--- src/rtl/ysyx_22040895_idu_stage.sv ---
// ysyx_22040895_idu_stage: registered handshaked decode stage with 1/2-entry output buffer; YSYX_22040895_IDU_ILLEGAL_EN adds illegal_o checking
module ysyx_22040895_idu_stage #(
  parameter int XLEN   = 64,
  parameter int ADDR_W = 64,
  parameter int DEPTH  = 2
) (
  input  logic              clk,
  input  logic              rst,
  input  logic              flush_i,
  input  logic              in_valid_i,
  output logic              in_ready_o,
  input  logic [31:0]       inst_i,
  input  logic [ADDR_W-1:0] pc_i,
  output logic              out_valid_o,
  input  logic              out_ready_i,
  output logic [ADDR_W-1:0] pc_o,
  output logic [6:0]        opcode_o,
  output logic [2:0]        func3_o,
  output logic [6:0]        func7_o,
  output logic [4:0]        rs1_o,
  output logic [4:0]        rs2_o,
  output logic [4:0]        rd_o,
  output logic [XLEN-1:0]   imm_o,
  output logic [5:0]        itype_o,
  output logic              rs1_en_o,
  output logic              rs2_en_o,
  output logic              rd_we_o,
  output logic              illegal_o
);
  typedef struct packed {
    logic [ADDR_W-1:0] pc;
    logic [6:0]        opcode;
    logic [2:0]        func3;
    logic [6:0]        func7;
    logic [4:0]        rs1;
    logic [4:0]        rs2;
    logic [4:0]        rd;
    logic [XLEN-1:0]   imm;
    logic [5:0]        itype;
    logic              rs1_en;
    logic              rs2_en;
    logic              rd_we;
    logic              illegal;
  } bundle_t;
  localparam int CW = $clog2(DEPTH + 1);
  bundle_t           mem_q [DEPTH];
  bundle_t           mem_d [DEPTH];
  bundle_t           dec;
  logic [CW-1:0]     cnt;
  logic [6:0]        op;
  logic signed [31:0] imm32;
  logic              r, i, s, b, u, j, ill, push, pop;
  assign op = inst_i[6:0];
  always_comb begin
    r = op == 7'b0110011 || op == 7'b0111011;
    i = op == 7'b0010011 || op == 7'b0011011 || op == 7'b0000011 || op == 7'b1100111 || op == 7'b1110011;
    s = op == 7'b0100011;
    b = op == 7'b1100011;
    u = op == 7'b0110111 || op == 7'b0010111;
    j = op == 7'b1101111;
    imm32 = i ? {{20{inst_i[31]}}, inst_i[31:20]} :
            s ? {{20{inst_i[31]}}, inst_i[31:25], inst_i[11:7]} :
            b ? {{19{inst_i[31]}}, inst_i[31], inst_i[7], inst_i[30:25], inst_i[11:8], 1'b0} :
            u ? {inst_i[31:12], 12'b0} :
            j ? {{11{inst_i[31]}}, inst_i[31], inst_i[19:12], inst_i[20], inst_i[30:21], 1'b0} : '0;
`ifdef YSYX_22040895_IDU_ILLEGAL_EN
    ill = !(r | i | s | b | u | j) || inst_i[1:0] != 2'b11 || inst_i == 32'h0;
`else
    ill = 1'b0;
`endif
    dec = '{pc: pc_i, opcode: op, func3: inst_i[14:12], func7: inst_i[31:25],
            rs1: inst_i[19:15], rs2: inst_i[24:20], rd: inst_i[11:7],
            imm: XLEN'(imm32), itype: {j, u, b, s, i, r},
            rs1_en: r | i | s | b, rs2_en: r | s | b, rd_we: (r | i | u | j) & ~ill,
            illegal: ill};
  end
  assign out_valid_o = cnt != '0;
  assign in_ready_o  = cnt != CW'(DEPTH) || (DEPTH == 1 && out_ready_i);
  assign push        = in_valid_i & in_ready_o & ~flush_i;
  assign pop         = out_valid_o & out_ready_i;
  // shift-down FIFO: head always in slot 0, new beat lands behind the survivors
  always_comb begin
    for (int k = 0; k < DEPTH; k++) begin
      mem_d[k] = pop ? mem_q[(k + 1) % DEPTH] : mem_q[k];
      if (push && k == int'(cnt) - int'(pop)) mem_d[k] = dec;
    end
  end
  always_ff @(posedge clk) begin
    if (rst || flush_i) begin
      cnt <= '0;
      for (int k = 0; k < DEPTH; k++) mem_q[k] <= '0;
    end else begin
      cnt   <= cnt + CW'(push) - CW'(pop);
      mem_q <= mem_d;
    end
  end
  assign pc_o      = mem_q[0].pc;
  assign opcode_o  = mem_q[0].opcode;
  assign func3_o   = mem_q[0].func3;
  assign func7_o   = mem_q[0].func7;
  assign rs1_o     = mem_q[0].rs1;
  assign rs2_o     = mem_q[0].rs2;
  assign rd_o      = mem_q[0].rd;
  assign imm_o     = mem_q[0].imm;
  assign itype_o   = mem_q[0].itype;
  assign rs1_en_o  = mem_q[0].rs1_en;
  assign rs2_en_o  = mem_q[0].rs2_en;
  assign rd_we_o   = mem_q[0].rd_we;
  assign illegal_o = mem_q[0].illegal;
endmodule

--- config.mk ---
export PLATFORM = sky130hd
export DESIGN_NAME = ysyx_22040895_idu_stage
export DESIGN_NICKNAME = d
export VERILOG_FILES = /design/src/rtl/ysyx_22040895_idu_stage.sv
export SDC_FILE = /design/constraint.sdc
export NUM_CORES = 1
export LEC_CHECK = 0
export CORE_MARGIN = 2
export CORE_UTILIZATION = 40
export DETAILED_ROUTE_END_ITERATION = 10
export MAX_ROUTING_LAYER = met4
export PLACE_DENSITY_LB_ADDON = 0.12
export RECOVER_POWER = 50
export SETUP_SLACK_MARGIN = 0.1
export SLEW_MARGIN = 20
export SYNTH_ARGS = -nofsm -noshare
export SYNTH_HDL_FRONTEND = slang
export SYNTH_SLANG_ARGS = --single-unit
--- constraint.sdc ---
create_clock -name clk -period 4.6 [get_ports clk]
set_clock_uncertainty 0.1 [all_clocks]
set_input_delay 0.46 -clock clk [delete_from_list [all_inputs] [get_ports clk]]
set_output_delay 0.46 -clock clk [all_outputs]
set_load 0.05 [all_outputs]
==> results of run 1 <==
==> power breakdown <==
| part | internal, µW | switching [µW] | total (µW) |
|---|---|---|---|
| Clock | 2080 | 1300 | 3380 |
| Sequential | 3010 | 35.3 | 3050 |
| Combinational | 215 | 459 | 674 |
==> final cells by class <==
type | instances | area [µm²]
clock buffers | 63 | 1310
well taps | 525 | 657
flip-flops and latches | 342 | 6850
diodes | 2 | 5.00
fillers | 3773 | 20500
multi-input cells | 1273 | 7120
inverters | 5 | 20.0
clock inverters | 13 | 125
repair buffers | 290 | 2920
==> metrics by stage <==
stage	util	cells	setup WS, ps	total power, µW	instance area [µm²]
after floorplan	-	1953	1640	3560	15900
after global placement	0.445	2434	959	3790	17600
after detailed placement	0.445	2434	931	3800	17600
after CTS	0.481	2510	1360	7210	19000
after global routing	0.480	2513	565	7370	19000
final	0.480	2513	815	7100	19000
==> synth_stat cells, types with 2 or more instances <==
cell type / instances / area [µm²]
nand2_1: 509 / 1910
dfxtp_1: 342 / 6850
nor2_1: 209 / 785
a311oi_1: 195 / 1710
buf_4: 168 / 1260
mux2i_1: 109 / 1090
clkbuf_1: 106 / 398
o21ai_0: 79 / 395
a21oi_1: 50 / 250
buf_2: 38 / 190
buf_1: 19 / 71.3
a211oi_1: 11 / 82.6
and3_1: 11 / 68.8
o211ai_1: 11 / 82.6
nand3_1: 10 / 50.1
o22ai_1: 10 / 62.6
a211o_1: 8 / 70.1
a311o_1: 8 / 80.1
o2bb2ai_1: 7 / 61.3
ha_1: 4 / 50.1
inv_1: 4 / 15.0
and2_1: 3 / 18.8
nand4_1: 3 / 18.8
nor2b_1: 3 / 18.8
a221oi_1: 2 / 17.5
a31oi_1: 2 / 12.5
and3b_1: 2 / 17.5
buf_6: 2 / 22.5
nand2_2: 2 / 12.5
nor4_1: 2 / 12.5
o32ai_1: 2 / 17.5
xnor2_1: 2 / 17.5
==> per-layer routing <==
metal / track usage / up-vias / wire length (µm)
met3: 0.0580 / 72 / 3250
met4: 0.0790 / 0 / 1230
met1: 0.285 / 6403 / 20800
met5: - / - / 0
li1: - / 6622 / -
met2: 0.322 / 391 / 19700
==> sequential cells by signal (all words and copies together), names as in the netlist, 2 cells and up <==
register,flops
func7_o,7
imm_o,64
pc_o,64
func3_o,3
rs1_o,5
cnt,2
mem_q,170
rd_o,5
opcode_o,7
itype_o,6
rs2_o,5
==> worst min-delay path by stage <==
stage,from,end,slack (ps),cells after the start
6_report,mem_q[0],illegal_o,360,2
3_5_place_dp,mem_q[0],illegal_o,350,2
3_3_place_gp,mem_q[0],illegal_o,340,2
5_1_grt,mem_q[0],illegal_o,370,2
4_1_cts,mem_q[0],illegal_o,360,2
2_1_floorplan,mem_q[0],illegal_o,330,2
==> critical path, delay by kind of cell (launching register included) <==
kind | cells | cell delay (ps)
adder cells (fa/ha/maj) | 2 | 500
AO/OA/AOI/OAI | 3 | 840
AND/OR/NAND/NOR | 2 | 620
flip-flops | 1 | 360
buffers and inverters | 2 | 1180
==> cell families (layout without fill, tap and decap cells) <==
logic type / after synthesis / in the layout / share of synthesized area
adders and majority gates: 4 / 4 / 0.00314
DFF: 342 / 342 / 0.430
AOI/OAI and AO/OA: 393 / 393 / 0.184
and+or+nand+nor: 765 / 765 / 0.190
muxes: 109 / 109 / 0.0685
other: 0 / 2 / 0
xor gates and xnor gates: 2 / 2 / 0.00110
buffers and inverters: 338 / 371 / 0.123
==> results.json, run 1 <==
{
  "outcome": "finished, violations left",
  "area_growth_pct": 19.4,
  "fin_crit_sh": 0.823,
  "path_class": "reg -> reg",
  "path_cells": "o21ai_4 > clkinvlp_2 > ha_1 > ha_1 > nor3b_1 > nand4_1 > clkbuf_2 > a221oi_1 > a211oi_1",
  "cpMostUsedCell": "ha_1",
  "critPathLaunchType": "flip-flop",
  "crit_end": "mem_q[29]",
  "hpwl_um": 27200,
  "powerDensity_nw_per_um2": 374,
  "cts_buffer_depth": 3,
  "initial_core_util": 0.403,
  "fmax_ghz": 0.264,
  "hold_class": "reg -> reg",
  "overflow": 0,
  "crit_required_ps": 4900,
  "violations": "max-capacitance violations, max-slew violations",
  "first_pass_iters": 7,
  "setup_viol": 0,
  "insertion_delay_ps": 550,
  "htreeDepth": 2,
  "ys_async_sr_fraction": 0,
  "grt_pass1_wl_um": 70200,
  "hold_ws_ps": 357,
  "grt_max_degree": 206,
  "post_cts_buffers": 0,
  "antenna_found_initial": 2,
  "reg2reg_to": "mem_q[29]",
  "die_y_um": 203,
  "core_area_um2": 39500,
  "drv_slew": 229,
  "routabilityCongestion": 0.844,
  "syn_nets": 2058,
  "startpoint": "cnt[1]",
  "cts_buffers": 41,
  "most-common-layout-cells": "nand2_1, dfxtp_1, nor2_1, a311oi_1, dlygate4sd3_1",
  "ys_seq_elements": 342,
  "die_area_um2": 41400,
  "cp_max_fo": 83,
  "slowest_delay_ps": 980,
  "synth_cell_types": 52,
  "tritoncts": "built",
  "num_rows": 73,
  "drc": 0,
  "reg2reg_slack_ps": 820,
  "drtIter0Drc": 783,
  "fin_nets": 2058,
  "vias": 13500,
  "die_x_um": 203,
  "cts.reportedPaths.clkPinSlew_ps": 60,
  "rr_startpoint": "cnt[1]",
  "viasPerCell": 5.37,
  "yosysWarnings": 0,
  "avgSynthCellArea_um2": 8.15,
  "hold_violations": 0,
  "ys_seq_area_frac": 0.430,
  "synthCells": 1953,
  "vdd_drop_max_uv": 264,
  "grtUsageTotal": 0.217,
  "layout_commonest_cell": "nand2_1",
  "slowest_stage": "clkbuf_2",
  "r2r_cells": 9,
  "worst_pin_slew_ps": 1750,
  "tns_ps": 0,
  "rsz0062_at_grt": "false",
  "cts_root_buf": "clkbuf_16",
  "maxCapViolCount": 2,
  "ys.flop_type": "dfxtp_1",
  "min_period_ps": 3780,
  "cp.arrival_ps": 4080,
  "clock_sinks": 342,
  "first_global_vias": 12600,
  "maxSlewHeadroom": -0.169,
  "avgRoutedWirePerCell_um": 17.9,
  "end_kind": "flip-flop",
  "total_leakage_power_uw": 0.00718,
  "portBuffers": 272,
  "ios": 273,
  "drive_gt1_frac": 0.0493,
  "syn-cell-area_um2": 15900,
  "wirelength_um": 45000,
  "synth_edf_count": 0,
  "cts-resized-gates": 0,
  "ant_nets": 0,
  "hold_buffers": 0
}
Power figures use the tool's default switching activity.
==> run 2: changes to the inputs <==
==> constraint.sdc (replaced) <==
create_clock -name clk -period 3.53 [get_ports clk]
set_clock_uncertainty 0.1 [all_clocks]
set_input_delay 0.353 -clock clk [delete_from_list [all_inputs] [get_ports clk]]
set_output_delay 0.353 -clock clk [all_outputs]
set_load 0.05 [all_outputs]
==> run 2 against run 1 <==
Compared with the run above: the run still ends with max-capacitance violations, max-slew violations left; count of clock-buffer cells in the layout down 4; register-to-register slack lost 280 ps; wire length rose by 0.49%; clock power increased by 30%; global-route usage grew 0.24 points; core utilization rose by 0.15 points; cell area up 0.32%; combinational power rose by 31%; maximum frequency increased by 26%; non-clock buffer count up 6; sequential share of layout area is 0.11 points lower; worst hold slack worse by 33 ps.
==> results.json, run 2 (synthesis gave the netlist of run 1 again) <==
{
  "powerDensity_nw_per_um2": 486,
  "initial_core_util": 0.403,
  "post_cts_buffers": 0,
  "final_core_util": 0.482,
  "cts_buffers": 40,
  "first_pass_iters": 5,
  "hold_depth": 3,
  "ios": 273,
  "min_period_ps": 3000,
  "cts.reportedPaths.clkPinSlew_ps": 60,
  "globalRouteMet3Util": 0.0537,
  "clock_sinks": 342,
  "hold_buffers": 0,
  "final_area_um2": 19100,
  "path_class": "reg -> reg",
  "htreeDepth": 2,
  "total_leakage_power_uw": 0.00720,
  "violations": "max-capacitance violations, max-slew violations",
  "most-common-layout-cells": "nand2_1, dfxtp_1, nor2_1, a311oi_1, dlygate4sd3_1",
  "insertion_delay_ps": 550,
  "tns_ps": 0,
  "grt_max_degree": 215,
  "maxSlewHeadroom": -0.177,
  "grtUsageMet1": 0.298,
  "fin_nets": 2063,
  "setup_viol": 0,
  "area_growth_pct": 19.7,
  "hpwl_um": 27600,
  "rsz0062_at_grt": "false",
  "cts-resized-gates": 0,
  "drive_gt1_frac": 0.0508,
  "grt_pass1_wl_um": 71100,
  "die_x_um": 203,
  "cp.arrival_ps": 3300,
  "outcome": "finished, violations left",
  "overflow": 0,
  "antenna_found_initial": 2,
  "maxCapViolCount": 1,
  "core_area_um2": 39500,
  "cp_max_fo": 22,
  "regMostFlops": "mem_q",
  "vdd_drop_max_uv": 334,
  "critPathLaunchType": "flip-flop",
  "hold_violations": 0,
  "crit_required_ps": 3830,
  "die_area_um2": 41400,
  "hold_class": "in -> reg",
  "grt_use_met2": 0.322,
  "num_rows": 73,
  "fin_crit_sh": 0.850,
  "cts_buffer_depth": 3,
  "grtUsageTotal": 0.220,
  "cts_root_buf": "clkbuf_16",
  "tritoncts": "built",
  "first_global_vias": 12600,
  "wirelength_um": 45200,
  "fmax_ghz": 0.333,
  "avgRoutedWirePerCell_um": 18.0,
  "placed_area_um2": 17700,
  "ant_nets": 0,
  "slowest_delay_ps": 860,
  "hold_ws_ps": 324,
  "worst_pin_slew_ps": 1770,
  "die_y_um": 203,
  "drtIter0Drc": 845,
  "viasPerCell": 5.39,
  "largest_register_ffs": 170,
  "drc": 0,
  "layout_commonest_cell": "nand2_1",
  "routabilityCongestion": 0.829,
  "end_kind": "flip-flop",
  "path_cells": "o21ai_4 > clkinvlp_2 > ha_1 > nand4_1 > nand2_1 > buf_4 > o211ai_1",
  "vias": 13600,
  "slowest_stage": "nand2_1",
  "n_fill_cell": 3738,
  "drv_slew": 215,
  "grt-busiest-layer": "met2",
  "r2r_cells": 7,
  "portBuffers": 272
}
[run 2: cell count changes in the layout (fill, tap and decap cells not counted), sizes merged]
cell      before  now
buf           13   23
clkinvlp       1    2
bufinv         2    5
clkinv         9    5
clkbuf        68   60
[run 2: power by group]
part | switching, µW | leakage, µW | total, µW | internal [µW]
clock network | 1680 | 0.000692 | 4410 | 2730
registers | 46.4 | 0.00276 | 3970 | 3930
logic | 598 | 0.00375 | 883 | 285
total | 2320 | 0.00720 | 9260 | 6940
[run 2: layer usage]
layer  share of wire  vias to the layer above
met1            0.46                     6492
met4           0.025                        0
li1                -                     6641
met2            0.44                      360
met3           0.071                       66
met5               0                        -
[run 2: area by class of cell]
| type | instances | area [µm²] | area share |
|---|---|---|---|
| inverter | 5 | 20.0 | 0.00105 |
| clock inverter | 13 | 200 | 0.0105 |
| clock buffer | 59 | 1200 | 0.0631 |
| antenna | 2 | 5.00 | 0.000263 |
| multi-input combinational | 1273 | 7130 | 0.374 |
| sequential | 342 | 6850 | 0.359 |
| tap | 525 | 657 | 0.0345 |
| timing repair buffer | 296 | 3000 | 0.158 |
[run 2: stage by stage]
stage | cells | power, µW | setup WS (ps)
after detailed placement | 2441 | 4960 | 409
after global routing | 2515 | 9610 | 298
after global placement | 2441 | 4960 | 499
final | 2515 | 9260 | 531
after CTS | 2513 | 9400 | 746
after floorplan | 1953 | 4640 | 638
[run 2: worst max-delay path, delay by kind of cell (launching register included)]
kind	cells	cell delay [ps]
AOI/OAI and AO/OA	2	320
adders and majority gates	1	350
buffers and inverters	2	530
and+or+nand+nor	2	1180
DFF	1	350
[run 2: path summary, 6_finish.rpt]
check | from | end | slack, ps
hold / removal | pc_i[53] | pc_o[53] | 320
hold reg to reg | mem_q[0] | illegal_o | 360
setup reg to reg | cnt[1] | imm_o[25] | 530
setup / recovery | cnt[1] | imm_o[25] | 530
==> run 3: changes to the inputs <==
==> constraint.sdc (replaced) <==
create_clock -name clk -period 2.4 [get_ports clk]
set_clock_uncertainty 0.1 [all_clocks]
set_input_delay 0.24 -clock clk [delete_from_list [all_inputs] [get_ports clk]]
set_output_delay 0.24 -clock clk [all_outputs]
set_load 0.05 [all_outputs]
==> run 3 against run 2 <==
Compared with the run above: the flow now finishes without violations; die area did not move; combinational power rose by 72%; global-route usage rose by 0.74 points; sequential power rose by 47%; largest power group unchanged; clock power rose by 36%; non-clock buffer count rose by 99; final cell count rose by 3.9%; first-iteration DRC count fell by 6.7%; core utilization rose by 4.3 points; worst setup slack got worse by 510 ps; largest cell class unchanged.
==> results.json, run 3 (synthesis gave the netlist of run 1 again) <==
{
  "dpl.cell_count": 2518,
  "critical_path_buf_inv_count": 4,
  "layoutNonFillerInstCount": 2613,
  "hold_class": "in -> reg",
  "die_area_um2": 41400,
  "hold_buffers": 0,
  "crit_required_ps": 2770,
  "total_leakage_power_uw": 0.00781,
  "wirelength_um": 48900,
  "vdd_drop_max_uv": 484,
  "initial_core_util": 0.403,
  "drtIter0Drc": 788,
  "first_global_vias": 13600,
  "outcome": "finished clean",
  "cp_max_fo": 8,
  "portBuffers": 272,
  "cpLargestDelayFamily": "simple AND/OR/NAND/NOR gates",
  "min_period_ps": 2380,
  "cp.arrival_ps": 2750,
  "path_class": "reg -> reg",
  "end_kind": "flip-flop",
  "n_fill_cell": 3690,
  "cts_buffer_depth": 3,
  "cts.reportedPaths.clkPinSlew_ps": 60,
  "hpwl_um": 30100,
  "cts_root_buf": "clkbuf_16",
  "fin_nets": 2163,
  "first_pass_iters": 5,
  "drv_slew": 0,
  "grt_max_degree": 191,
  "critPathLaunchType": "flip-flop",
  "regMostFlops": "mem_q",
  "grtUsageTotal": 0.227,
  "tritoncts": "built",
  "fin_crit_sh": 0.993,
  "avgRoutedWirePerCell_um": 18.7,
  "hold_violations": 0,
  "insertion_delay_ps": 550,
  "most-common-layout-cells": "nand2_1, dfxtp_1, nor2_1, a311oi_1, dlygate4sd3_1",
  "routabilityCongestion": 0.813,
  "die_y_um": 203,
  "viasPerCell": 5.40,
  "worst_slack_ps": 17.8,
  "maxSlewHeadroom": 0.323,
  "area_growth_pct": 30.4,
  "core_area_um2": 39500,
  "tns_ps": 0,
  "drive_gt1_frac": 0.155,
  "p_total_uw": 13400,
  "setup_viol": 0,
  "fmax_ghz": 0.420,
  "overflow": 0,
  "slowest_delay_ps": 350,
  "vias": 14100,
  "cpMostUsedCell": "ha_4",
  "layout_commonest_cell": "nand2_1",
  "rsz0062_at_grt": "true",
  "final_core_util": 0.525,
  "dp_slack_ps": -208,
  "drc": 0,
  "antenna_found_initial": 6,
  "worst_pin_slew_ps": 1010,
  "maxCapViolCount": 0,
  "num_rows": 73,
  "ios": 273,
  "powerDensity_nw_per_um2": 644,
  "cts_buffers": 40,
  "largest_register_ffs": 170,
  "clock_sinks": 342,
  "grt_pass1_wl_um": 73800,
  "die_x_um": 203,
  "ant_nets": 0,
  "htreeDepth": 2,
  "slowest_stage": "dfxtp_4",
  "path_cells": "o21ai_4 > inv_8 > ha_4 > ha_4 > nor3b_4 > nand4_1 > nor2_1 > buf_4 > buf_12 > nand3_4 > clkbuf_16 > o21ai_2"
}
[run 3: where the power goes]
group / internal [µW] / switching (µW) / total (µW)
clock network: 3620 / 2380 / 6000
registers: 5780 / 68.1 / 5840
logic: 549 / 973 / 1520
[run 3: final timing paths]
check                              start        end  slack, ps  cells after the start
worst min-delay path            pc_i[17]   pc_o[17]        220                      3
worst min register to register  mem_q[0]  illegal_o        350                      2
worst max register to register    cnt[0]  mem_q[45]         20                     12
worst max-delay path              cnt[0]  mem_q[45]         20                     12
[run 3: through the flow]
stage | hold WS [ps] | cell area (µm²)
2_1_floorplan | 209 | 16100
3_3_place_gp | 336 | 18500
3_5_place_dp | 347 | 18500
4_1_cts | 194 | 20100
5_1_grt | 220 | 20800
6_report | 219 | 20800
[run 3: area by class of cell]
type / instances / area [µm²] / area share
well taps: 525 / 657 / 0.0316
diodes: 6 / 15.0 / 0.000723
flip-flops and latches: 342 / 6850 / 0.330
repair buffers: 395 / 4130 / 0.199
clock inverters: 9 / 120 / 0.00579
multi-input cells: 1274 / 7810 / 0.376
clock buffers: 57 / 1150 / 0.0552
inverters: 5 / 26.3 / 0.00127
[run 3: layer usage]
metal  global-route usage  share of wire  routed length (µm)  up-vias
li1                     -              -                   -     6852
met1                0.295           0.46               22400     6863
met2                0.348           0.46               22400      329
met3               0.0529          0.061                2970       74
met4               0.0774          0.026                1250        0
met5                    -              0                   0        -
[run 3: worst min-delay path, cell delays in order]
cell,delay (ps)
clkdlybuf4s50_1,420
nor2_1,110
a311oi_1,50
[run 3: what timing repair did]
item	in CTS	in global routing
endpoints found under the hold margin	0	0
setup endpoints to repair	80	255
buffers inserted	5	4
gates resized for setup	61	104
pin swaps	11	7
gates cloned	3	11
==> variant 1 (settings of run 3) <==
Set the parameter `ADDR_W` to 56 (it was 64).
--- a/src/rtl/ysyx_22040895_idu_stage.sv
+++ b/src/rtl/ysyx_22040895_idu_stage.sv
@@ -1,7 +1,7 @@
 // ysyx_22040895_idu_stage: registered handshaked decode stage with 1/2-entry output buffer; YSYX_22040895_IDU_ILLEGAL_EN adds illegal_o checking
 module ysyx_22040895_idu_stage #(
   parameter int XLEN   = 64,
-  parameter int ADDR_W = 64,
+  parameter int ADDR_W = 56,
   parameter int DEPTH  = 2
 ) (
   input  logic              clk,
Ports: changed (resized pc_i and pc_o); port bits go from 273 to 257. No check against the original RTL was run, so the function may have changed too.
==> variant 1 against run 3 <==
  * The flow now finishes with violations (setup timing)
  * Area after synthesis decreased by 4.1%
  * Clock power increased by 0.7%
  * Wire length decreased by 8.6%
  * Worst setup slack got worse by 96 ps
  * Power decreased by 2.0%
  * Final area decreased by 4.1%
  * Sequential cell count decreased by 16
  * Maximum frequency decreased by 3.9%
  * Worst hold slack got worse by 2.6 ps
  * Non-clock buffer count decreased by 27
  * Highest routed layer unchanged
==> variant 1: results (changes against run 3) <==
| Metric | Value |
|---|---|
| Slowest stage delay, CP | `320 ps (-30 ps)` |
| Post-synth net total | `1938 (-5.8%)` |
| Final setup viols | `106 (+106)` |
| TritonCTS buffer count | `39 (-2.5%)` |
| Setup TNS | `-3900 ps (-3900 ps)` |
| Seq/Total Area, Yosys | `42.7% (-0.26 points)` |
| Int Pwr | `9.69 mW (-2.5%)` |
| CP max FO | `16 (+8)` |
| Static leakage | `7.69 nW (-1.5%)` |
| DP Area | `17700 um2 (-4.6%)` |
| Synth area leaders | `dfxtp_1, nand2_1, a311oi_1` |
| Vias in the first global route | `12400 (-9.1%)` |
| Vias post-DR | `13200 (-6.4%)` |
| Failing checks | `setup timing` |
| Outcome | `finished with violations` |
| Post-Place Cells | `2377 (-5.6%)` |
| Vias/cell | `5.33 (-1.3%)` |
| Min setup slack post-route | `-78.0 ps (-95.8 ps)` |
| Clk pwr share | `46.1% (+1.2 points)` |
| Yosys top cell area share | `42.7% (-0.26 points)` |
| Hpwl dp | `26.3 mm (-13%)` |
| Port Buffers | `256 (-5.9%)` |
| Synthesized area per cell | `8.29 um2 (+1.7%)` |
| Layout cells sized above 1 | `16.0% (+0.52 points)` |
| First-pass GRT wire length | `67.3 mm (-8.8%)` |
| Commonest cells post-synth | `nand2_1, dfxtp_1, nor2_1` |
| Maximum VDD drop | `509 uV (+5.1%)` |
| Aggregate global-route resource usage | `21.7% (-1.0 points)` |
variant 1: changes by cell type in the layout (fill, tap and decap cells not counted), moves of 10 or more:
cell / delta
o21ai_0: -14
dlygate4sd3_1: +20
dfxtp_1: -16
o21ai_2: -13
clkdlybuf4s50_1: -36
a211o_1: +19
nand2_1: -55
a21oi_1: -13
a311oi_2: -12
nor2_1: -10
o21ai_1: +26
variant 1: repair_timing:
| action | CTS | global route |
|---|---|---|
| hold buffers | 0 | 0 |
| gates cloned | 6 | 9 |
| setup endpoints to repair | 151 | 259 |
| resized for setup | 50 | 90 |
| setup buffers | 12 | 4 |
| pin swaps | 5 | 5 |
variant 1: per-layer routing:
| layer | track usage [%] | vias to the layer above | wire length [um] |
|---|---|---|---|
| met3 | 5.03 | 51 | 2720 |
| met4 | 5.93 | 0 | 825 |
| li1 | - | 6460 | - |
| met1 | 28.0 | 6405 | 19800 |
| met5 | - | - | 0 |
| met2 | 34.3 | 299 | 21400 |
variant 1: worst paths after layout:
kind,end,slack [ps]
worst max register to register,mem_q[108],-80
worst min register to register,illegal_o,360
worst min-delay path,mem_q[134],220
worst max-delay path,mem_q[108],-80
variant 1: cells by family (layout without fill, tap and decap cells):
group           Yosys count  after routing  synth area share (%)
buf+inv                 321            445                  12.4
fa+ha+maj                 4              4                 0.328
simple gates            696            696                  18.4
flops                   326            326                  42.7
mux                     113            113                  7.45
compound gates          379            379                  18.6
other cells               0              3                     0
xor+xnor                  2              2                 0.115
variant 1: final cells by class:
cell class	count	area, um2
fill	3536	17800
clock buffer	56	1140
timing repair buffer	368	3930
tap	511	639
antenna	3	7.51
multi-input combinational	1194	7460
inverter	7	33.8
sequential	326	6530
clock inverter	14	170
==> variant 2 (settings of run 3) <==
Made on the original files. Add a define of `YSYX_22040895_IDU_ILLEGAL_EN`.
--- a/src/rtl/ysyx_22040895_idu_stage.sv
+++ b/src/rtl/ysyx_22040895_idu_stage.sv
@@ -1,4 +1,6 @@
 // ysyx_22040895_idu_stage: registered handshaked decode stage with 1/2-entry output buffer; YSYX_22040895_IDU_ILLEGAL_EN adds illegal_o checking
+`define YSYX_22040895_IDU_ILLEGAL_EN
+
 module ysyx_22040895_idu_stage #(
   parameter int XLEN   = 64,
   parameter int ADDR_W = 64,
Behaviour: not the same (Yosys sat finds a counterexample within 4 cycles, from zero or initial values).
==> variant 2 against run 3 <==
  * Sequential cell count did not move
  * Die area rose by 3.6%
  * Non-clock buffer count fell by 19
  * Final area fell by 0.14%
  * Wire length fell by 5.8%
  * Power rose by 5.7%
  * Worst setup slack improved by 110 ps
  * Area after synthesis rose by 3.7%
  * Critical path type unchanged
==> variant 2: results (changes against run 3) <==
| Metric | Value |
|---|---|
| Worst path slowest cell | `dfxtp_2` |
| Netlist cell types | `51 (-1.9%)` |
| DP Area | `19200 um2 (+3.8%)` |
| Layout cells sized above 1 | `13.5% (-2.0 points)` |
| TritonCTS buffer count | `41 (+2.5%)` |
| Hpwl dp | `29.2 mm (-3.1%)` |
| Met1 GRT Util | `27.1% (-2.4 points)` |
| HP Start | `pc_i[37]` |
| Worst slack, placed | `-164 ps (+44.0 ps)` |
| Vias/cell | `5.35 (-0.92%)` |
| Finished Layout Cells | `2659 (+1.8%)` |
| Top delay family on crit path | `buffers and inverters` |
| R2R cell count | `11 (-1)` |
| Post-CTS Setup Bufs | `0 (-5)` |
| Layout Nets | `2197 (+1.6%)` |
| Post-Synth Adder-Cell Area | `0.303% (-0.011 points)` |
| Multi-input logic area | `7750 um2 (-0.74%)` |
| Post-synth net total | `2125 (+3.3%)` |
| Maximum VDD drop | `438 uV (-9.4%)` |
| Data arrival, critical path | `2600 ps (-150 ps)` |
| Met2 Usage GRT | `32.8% (-2.0 points)` |
| Synth area leaders | `dfxtp_1, nand2_1, a311oi_1` |
| Comb pwr | `1.87 mW (+23%)` |
| Xor and xnor area share after synthesis | `0.106% (-0.0039 points)` |
| First-pass GRT wire length | `73.1 mm (-0.88%)` |
| Commonest cells post-synth | `nand2_1, dfxtp_1, nor2_1` |
| Number of fill cells | `3832 (+3.8%)` |
| Outcome | `finished, final reports clean` |
| Seq/Total Area, Yosys | `41.5% (-1.5 points)` |
| Gates resized, CTS repair | `2 (-97%)` |
| Aggregate global-route resource usage | `21.2% (-1.6 points)` |
| Met3 Use GR | `5.35% (+0.062 points)` |
| R2R Path End | `mem_q[60]` |
| Cell count after synthesis | `2020 (+3.4%)` |
| R2r startpoint | `cnt[1]` |
| Largest net degree at the start of global routing | `159 (-17%)` |
| Met1 Wirelength | `20.9 mm (-6.6%)` |
| Static leakage | `6.76 nW (-13%)` |
| Initial DRC count | `883 (+12%)` |
| Compound-cell area share of the yosys netlist | `22.3% (+4.0 points)` |
| Clk pwr share | `44.8% (about the same)` |
| Post-Place Cells | `2577 (+2.3%)` |
| Met2 routed WL | `21.2 mm (-5.0%)` |
| Vias in the first global route | `13400 (-1.4%)` |
| Worst-Margin Slew | `879 ps (-136 ps)` |
| Sw Pwr | `3.83 mW (+12%)` |
| P per Cell Area | `681 nW/um2 (+5.8%)` |
| Hold Path Sink | `pc_o[37]` |
==> variant 2: cell types whose count changed after synthesis, moves of 18 or more <==
cell	before	now
a221oi_2	0	19
o21ai_0	79	2
nand2_1	509	612
a31oi_2	0	60
a221oi_1	2	27
mux2i_1	109	48
nor2_1	209	227
==> variant 2: worst max path at each step <==
stage,startpoint,end,slack [ps],cells past startpoint
after global routing,cnt[1],pc_o[55],10,5
after global placement,out_ready_i,mem_q[16],-110,12
final,cnt[1],mem_q[60],130,11
after floorplan,cnt[1],mem_q[44],20,12
after detailed placement,out_ready_i,mem_q[150],-160,11
after CTS,cnt[0],mem_q[150],120,10
==> variant 2: area by class of cell <==
| type | count | share of cell area, % |
|---|---|---|
| tap | 532 | 3.21 |
| multi-input combinational | 1324 | 37.4 |
| inverter | 7 | 0.163 |
| antenna | 2 | 0.0241 |
| timing repair buffer | 376 | 19.5 |
| clock buffer | 63 | 5.93 |
| clock inverter | 13 | 0.712 |
| sequential | 342 | 33.0 |
